**src/rtl/lsu_stage.sv**
```systemverilog
// lsu_stage: load/store unit stage between EX and the data-memory bus.
// Accepts one aligned load or store at a time, issues a single bus request
// and writes back sign- or zero-extended load data one cycle after rvalid.
// Misaligned accesses raise a one-cycle exception pulse and never reach the bus.
module lsu_stage (
    input  logic        clk,
    input  logic        rst_n,
    input  logic        ex_valid,
    input  logic        ex_is_load,
    input  logic        ex_is_store,
    input  logic [2:0]  ex_funct3,
    input  logic [31:0] ex_addr,
    input  logic [31:0] ex_wdata,
    input  logic [4:0]  ex_rd,
    output logic        lsu_stall,
    output logic        dmem_req,
    output logic        dmem_we,
    output logic [31:0] dmem_addr,
    output logic [3:0]  dmem_be,
    output logic [31:0] dmem_wdata,
    input  logic        dmem_gnt,
    input  logic        dmem_rvalid,
    input  logic [31:0] dmem_rdata,
    output logic        wb_valid,
    output logic [4:0]  wb_rd,
    output logic [31:0] wb_data,
    output logic        misalign_exc,
    output logic [31:0] misalign_addr
);

    typedef enum logic [1:0] {
        ST_IDLE = 2'd0,
        ST_REQ  = 2'd1,
        ST_WAIT = 2'd2
    } state_t;

    state_t      state_r;
    state_t      state_nxt_s;

    logic        is_load_s;
    logic        is_store_s;
    logic        legal_s;
    logic        aligned_s;
    logic        start_s;
    logic        misalign_s;
    logic [3:0]  be_s;
    logic [31:0] wdata_s;

    logic [1:0]  off_r;
    logic [2:0]  funct3_r;
    logic [4:0]  rd_r;

    logic [31:0] byte_sh_s;
    logic [31:0] half_sh_s;
    logic [31:0] ext_s;

    // Decode the EX-stage op: type priority, legality, alignment, lanes.
    always_comb begin
        is_load_s  = ex_is_load;
        is_store_s = ex_is_store & ~ex_is_load;
        case (ex_funct3)
            3'b000, 3'b001, 3'b010: legal_s = is_load_s | is_store_s;
            3'b100, 3'b101:         legal_s = is_load_s;
            default:                legal_s = 1'b0;
        endcase
        case (ex_funct3[1:0])
            2'b00: begin
                aligned_s = 1'b1;
                be_s      = 4'b0001 << ex_addr[1:0];
                wdata_s   = {4{ex_wdata[7:0]}};
            end
            2'b01: begin
                aligned_s = ~ex_addr[0];
                be_s      = 4'b0011 << ex_addr[1:0];
                wdata_s   = {2{ex_wdata[15:0]}};
            end
            default: begin
                aligned_s = (ex_addr[1:0] == 2'b00);
                be_s      = 4'b1111;
                wdata_s   = ex_wdata;
            end
        endcase
        if ((state_r == ST_IDLE) && ex_valid && legal_s) begin
            start_s    = aligned_s;
            misalign_s = ~aligned_s;
        end else begin
            start_s    = 1'b0;
            misalign_s = 1'b0;
        end
    end

    // Extract and extend the addressed lane of the returned read word.
    always_comb begin
        byte_sh_s = dmem_rdata >> {off_r, 3'b000};
        half_sh_s = dmem_rdata >> {off_r[1], 4'b0000};
        case (funct3_r)
            3'b000:  ext_s = {{24{byte_sh_s[7]}}, byte_sh_s[7:0]};
            3'b001:  ext_s = {{16{half_sh_s[15]}}, half_sh_s[15:0]};
            3'b100:  ext_s = {24'd0, byte_sh_s[7:0]};
            3'b101:  ext_s = {16'd0, half_sh_s[15:0]};
            default: ext_s = dmem_rdata;
        endcase
    end

    // State register.
    always_ff @(posedge clk or negedge rst_n) begin
        if (!rst_n) begin
            state_r <= ST_IDLE;
        end else begin
            state_r <= state_nxt_s;
        end
    end

    // Next-state logic: one request, then wait for read data on loads.
    always_comb begin
        state_nxt_s = state_r;
        case (state_r)
            ST_IDLE: begin
                if (start_s) begin
                    state_nxt_s = ST_REQ;
                end else begin
                    state_nxt_s = ST_IDLE;
                end
            end
            ST_REQ: begin
                if (dmem_gnt) begin
                    state_nxt_s = dmem_we ? ST_IDLE : ST_WAIT;
                end else begin
                    state_nxt_s = ST_REQ;
                end
            end
            ST_WAIT: begin
                if (dmem_rvalid) begin
                    state_nxt_s = ST_IDLE;
                end else begin
                    state_nxt_s = ST_WAIT;
                end
            end
            default: state_nxt_s = ST_IDLE;
        endcase
    end

    // Stall output: hold upstream until this op no longer needs the EX fields.
    always_comb begin
        case (state_r)
            ST_IDLE: lsu_stall = start_s;
            ST_REQ:  lsu_stall = ~(dmem_gnt & dmem_we);
            ST_WAIT: lsu_stall = ~dmem_rvalid;
            default: lsu_stall = 1'b0;
        endcase
    end

    // Latch the request fields on start; they stay stable through the handshake.
    always_ff @(posedge clk or negedge rst_n) begin
        if (!rst_n) begin
            dmem_req   <= 1'b0;
            dmem_we    <= 1'b0;
            dmem_addr  <= 32'd0;
            dmem_be    <= 4'd0;
            dmem_wdata <= 32'd0;
            off_r      <= 2'd0;
            funct3_r   <= 3'd0;
            rd_r       <= 5'd0;
        end else begin
            if (start_s) begin
                dmem_req   <= 1'b1;
                dmem_we    <= is_store_s;
                dmem_addr  <= {ex_addr[31:2], 2'b00};
                dmem_be    <= be_s;
                dmem_wdata <= wdata_s;
                off_r      <= ex_addr[1:0];
                funct3_r   <= ex_funct3;
                rd_r       <= ex_rd;
            end else if ((state_r == ST_REQ) && dmem_gnt) begin
                dmem_req <= 1'b0;
            end
        end
    end

    // Register the load writeback; data holds between results.
    always_ff @(posedge clk or negedge rst_n) begin
        if (!rst_n) begin
            wb_valid <= 1'b0;
            wb_rd    <= 5'd0;
            wb_data  <= 32'd0;
        end else begin
            if ((state_r == ST_WAIT) && dmem_rvalid) begin
                wb_valid <= 1'b1;
                wb_rd    <= rd_r;
                wb_data  <= ext_s;
            end else begin
                wb_valid <= 1'b0;
            end
        end
    end

    // One-cycle misaligned-access report with the offending address.
    always_ff @(posedge clk or negedge rst_n) begin
        if (!rst_n) begin
            misalign_exc  <= 1'b0;
            misalign_addr <= 32'd0;
        end else begin
            misalign_exc <= misalign_s;
            if (misalign_s) begin
                misalign_addr <= ex_addr;
            end
        end
    end

endmodule

```
**config.mk**
```make
export PLATFORM = sky130hd
export DESIGN_NAME = lsu_stage
export DESIGN_NICKNAME = d
export VERILOG_FILES = /design/src/rtl/lsu_stage.sv
export SDC_FILE = /design/constraint.sdc
export NUM_CORES = 1
export LEC_CHECK = 0
export CORE_ASPECT_RATIO = 1.25
export CORE_UTILIZATION = 41
export CTS_BUF_LIST = sky130_fd_sc_hd__clkbuf_4 sky130_fd_sc_hd__clkbuf_8
export CTS_CLUSTER_SIZE = 24
export DETAILED_ROUTE_END_ITERATION = 7
export PLACE_DENSITY = 0.78
export SETUP_SLACK_MARGIN = 0.2
export SYNTH_ARGS = -nofsm -noshare
export SYNTH_HDL_FRONTEND = slang
export SYNTH_SLANG_ARGS = --single-unit
```
**constraint.sdc**
```tcl
create_clock -name clk -period 2.9 [get_ports clk]
set_input_delay 0.87 -clock clk [delete_from_list [all_inputs] [get_ports clk]]
set_output_delay 0.87 -clock clk [all_outputs]
set_load 0.03 [all_outputs]
```
# Word level (Yosys, flattened, before mapping)
# Cells that the tools add are included.
dict set report word_totals {
  reg_bits 151
  inputBits 111
  elab_cells 64
}
dict set report classes {
  eq_ne 10
  shifts 4
  n_mux 16
  n_bitwise 8
  n_reduce_logical 12
}
# operator n
set op_table {}
lappend op_table {{case mux 32 bit (4 select lines)} 1}
lappend op_table {{case mux 32 bit (2 select lines)} 1}
lappend op_table {{>> shifter 32 x 5 -> 16 bit} 1}
lappend op_table {{>> shifter 32 x 5 -> 8 bit} 1}
lappend op_table {{== test 3 bit (second input constant)} 4}
lappend op_table {{case mux 4 bit (2 select lines)} 1}
lappend op_table {{== test 3 x 1 -> 1 bit (second input constant)} 2}
lappend op_table {{zero test 2 bit} 3}
lappend op_table {{zero test 3 bit} 2}
lappend op_table {{2-to-1 mux 1 bit} 6}
lappend op_table {{2-to-1 mux 2 bit} 3}
lappend op_table {{case mux 2 bit (3 select lines)} 1}
lappend op_table {{inverter 1 bit} 5}
lappend op_table {{== test 2 x 1 -> 1 bit (second input constant)} 2}
lappend op_table {{logical AND 1 bit} 4}
lappend op_table {{case mux 1 bit (2 select lines)} 2}
lappend op_table {{<< shifter 1 x 2 -> 4 bit (first input constant)} 1}
lappend op_table {{<< shifter 2 x 2 -> 4 bit (first input constant)} 1}
lappend op_table {{== test 3 x 2 -> 1 bit (second input constant)} 1}
lappend op_table {{case mux 1 bit (3 select lines)} 1}
lappend op_table {{OR reduction 3 bit} 1}
lappend op_table {{bitwise AND 1 bit} 2}
lappend op_table {{== test 2 bit (second input constant)} 1}
lappend op_table {{nonzero test 2 bit} 1}
lappend op_table {{2 further kinds} 2}

# Longest topological paths before layout
dict set report depth {
  depth_word 8
  depth_mapped 7
  ltp_nobuf 5
}

# Worst setup path before layout
# No wires, ideal clock.
dict set report synth_path {
  kind {input to output}
  startpoint {in ex_funct3[0]}
  endpoint {out lsu_stall}
  arrival_ps 2215
  slack_ps -185
  path_stages 6
  path_buffers 3
  cell_sequence {buf_2 > a21oi_1 > o221ai_2 > buf_2 > clkbuf_1 > o211ai_1}
}
dict set report synth_between {
  elab_chain_cells 6
}
# element line
set synth_lines {}
lappend synth_lines {{start, declared} 11} ;# input logic [2:0] ex_funct3,
lappend synth_lines {{== test 3 x 1 -> 1 bit (tied with other cells)} 61} ;# case (ex_funct3)
lappend synth_lines {{OR reduction 3 bit / OR reduction 2 bit (equally long branches)} 61}
lappend synth_lines {{case mux 1 bit (2 select lines)} 61}
lappend synth_lines {{logical AND 1 bit} 83} ;# if ((state_r == ST_IDLE) && ex_valid && legal_s) begin
lappend synth_lines {{2-to-1 mux 1 bit (*)} 83}
lappend synth_lines {{case mux 1 bit (3 select lines) (*)} 145} ;# case (state_r)
lappend synth_lines {{end, declared} 15} ;# output logic lsu_stall,
# Every way passes the cells marked *; elsewhere a longest branch is shown, timed or not.

# Final worst setup path
dict set report layout_path {
  startpoint {in ex_addr[0]}
  endpoint {out lsu_stall}
}
dict set report layout_between {
  elab_chain_cells 4
}
# element line
set layout_lines {}
lappend layout_lines {{start, declared} 12} ;# input logic [31:0] ex_addr,
lappend layout_lines {{zero test 2 bit / inverter 1 bit (equally long branches)} {78, 73}}
lappend layout_lines {{case mux 1 bit (2 select lines) (*)} 66} ;# case (ex_funct3[1:0])
lappend layout_lines {{2-to-1 mux 1 bit (*)} 83}
lappend layout_lines {{case mux 1 bit (3 select lines) (*)} 145}
# Marked as above.

==> summary.txt <==
Run status
  – Status: finished clean

Global route
  – Total GRT Usage: 24.08%
  – Global-route wire length before repair: 30.08 mm
  – Vias in the first global route: 5778
  – GRT overflow: 0
  – Largest net degree at the start of global routing: 61
  – Initial antenna violation count: 3

Logic synthesis
  – Warnings, synthesis: 0
  – Ys async rst share: 100.0%
  – Mapped Area: 6600 um2
  – EDFF count, synth: 0
  – Synth cell types: 45
  – Top cells by area, synth: dfrtp_1 (57%), mux2_2 (14%), nand2_1 (4.3%)
  – Synth top area share: 57.25%
  – Synth Register Bits: 151
  – Synth Instances: 564
  – Top FF cell, synth: dfrtp_1
  – Sequential share of the synthesized area: 57.25%
  – Syn avg cell area: 11.70 um2
  – Leading area contributor after synthesis: dfrtp_1

Cells and area
  – Synth-to-layout area growth: 49.74%
  – Layout Nets: 943
  – Fin cells: 1059
  – Area occupied by multi-input gates: 2633 um2
  – Register area: 3779 um2
  – Fill cells: 1241
  – Layout cell share with drive strength beyond 1: 20.00%

CTS
  – CTS H-tree lvls: 4
  – Worst-Skew Late Latency: 0.45 ns
  – Clock Root Buffer: clkbuf_8
  – Clock buffer depth: 2
  – CTS buffer count: 17
  – Clock transition at the registers of the reported paths: 0.08 ns
  – Hold Buf Count CTS: 0
  – CTS tree: built
  – Sink Count: 151

Timing
  – Max_slew headroom: 59.22%
  – Least-Margin Pin Slew: 0.6117 ns
  – Final hold violation count: 0
  – Tmin final: 2.682 ns
  – RSZ-0062 raised after global routing: yes
  – Fin crit share: 92.47%
  – Post-Route Skew: 0.01340 ns
  – Max Slew Vio Count: 0
  – Hold WS: 0.3833 ns
  – Fmax: 372.9 MHz
  – Endpoints failing setup: 0

Setup path
  – WS Path Type: in -> out
  – CP Launch Type: input port
  – CP required: 2.03 ns
  – Max Fanout on Critical Path: 4
  – Crit path DAT: 1.81 ns
  – Critical path endpoint category: output port

Floorplan
  – DIE AREA: 16610 um2
  – Starting Density: 42.22%
  – Die Span Y: 143.9 um
  – Site Rows: 51
  – Core Box Area: 15630 um2
  – I/O Pins: 253
  – Die Wd: 115.5 um

Route
  – # DRC: 0
  – DR iter-0 viols: 384
  – Vias per Instance: 5.198
  – WL/cell: 18.30 um
  – Detail Route Antenna Nets: 0
  – Pre-antenna DRT Iters: 6
  – Vias: 5505
  – WL final: 19.38 mm

Power
  – Leak: 4.282 nW
  – Power Dens Cells: 966.3 nW/um2
  – Max IR drop VDD: 0.6281 mV

Place
  – Placed cells: 1022
  – Final HPWL from detailed placement: 14.62 mm
  – Final weighted congestion in routability-driven placement: 0.8338
  – Input/output buffers: 250

Worst hold path
  – Worst hold path type: in -> async

Job
  – Max Cap Violations: 0
[worst paths after layout]
| check | startpoint | to | slack (ns) | depth (start not counted) |
|---|---|---|---|---|
| setup / recovery | ex_addr[0] | lsu_stall | 0.22 | 5 |
| hold / removal | rst_n | wb_data[8] | 0.38 | 1 |
| setup reg to reg | state_r[0] | misalign_addr[4] | 0.78 | 7 |
| hold reg to reg | rd_r[3] | wb_rd[3] | 0.47 | 2 |
| max in group asynchronous | rst_n | wb_valid | 1.77 | 2 |
| min in group clk | rd_r[3] | wb_rd[3] | 0.47 | 2 |
[registers in the layout, indices dropped and copies added (netlist names), 2 cells and up]
name and cells:
dmem_wdata 32, misalign_addr 32, wb_data 32, dmem_addr 30, rd_r 5, wb_rd 5
dmem_be 4, funct3_r 3, off_r 2, state_r 2
[routing by layer]
layer,vias to the layer above,global-route usage (%),part of all wire [%]
li1,2538,-,-
met1,2674,25.56,37
met2,256,41.76,50
met3,35,11.35,11
met4,2,7.861,1.8
met5,-,0,0.067
[cell usage after synthesis, drive strengths merged, types with 2 or more instances]
master / instances
a21o: 6
a21oi: 25
a221o: 7
a31oi: 2
buf: 21
clkbuf: 19
dfrtp: 151
inv: 7
mux2: 83
mux2i: 26
nand2: 75
nand2b: 5
nand3: 37
nand3b: 12
nor2: 13
nor2b: 5
nor3: 9
nor3b: 3
o21a: 3
o21ai: 36
o22ai: 2
[through the flow]
stage          TNS (ns)  worst slack [ns]  util [%]  power (mW)  instance area, um2
6_report              0            0.2185     63.22       9.550                9883
5_1_grt               0            0.1849     63.22       10.03                9883
4_1_cts               0            0.2013     63.19       9.638                9878
3_5_place_dp     -12.80           -0.2649     60.70       8.067                9490
3_3_place_gp     -8.712           -0.2093     60.70       7.949                9490
2_1_floorplan         0           0.01499         -       5.886                6639
[cells in the final DEF (no fill, tap or decap), drive strengths merged, types with 6 or more instances in the layout]
master	netlist	layout
a21oi	25	25
nor2	13	13
clkdlybuf4s50	0	240
inv	7	10
nand3	37	37
a221o	7	7
buf	21	44
dfrtp	151	151
a21o	6	6
clkbuf	19	19
nand2	75	75
o21ai	36	36
mux2i	26	26
mux2	83	83
nand3b	12	12
nor3	9	9
[power breakdown]
| group | internal, mW | switching [mW] | total (mW) |
|---|---|---|---|
| sequential | 2.90 | 0.513 | 3.41 |
| clock | 0.706 | 0.816 | 1.52 |
| combinational | 2.04 | 2.57 | 4.61 |
[cells by family after synthesis]
family | count (synthesis) | share of synthesized area (%)
AO/OA/AOI/OAI | 93 | 8.967
other | 1 | 0.05682
AND/OR/NAND/NOR | 162 | 11.92
flip-flops | 151 | 57.25
buffers and inverters | 47 | 3.355
multiplexers | 110 | 18.45
[layout make-up]
type,count,share of cell area (%)
antenna,2,0.05064
clock buffer,19,2.519
clock inverter,13,1.266
inverter,7,0.2659
multi-input combinational,367,26.64
sequential,151,38.23
tap,212,2.684
timing repair buffer,288,28.35
[worst max-delay path, stage by stage]
cell,delay [ns]
buf_2,0.14
nor4_4,0.36
o221ai_4,0.15
o211ai_1,0.10
buf_4,0.19
[what timing repair did]
item                                    4_1_cts  5_1_grt
buffers inserted                              3        0
endpoints found under the setup margin        1        1
pin swaps                                     3        0
resized for setup                            26        0
gates cloned                                  0        0
Note: power is estimated with default switching activity, not from simulation.
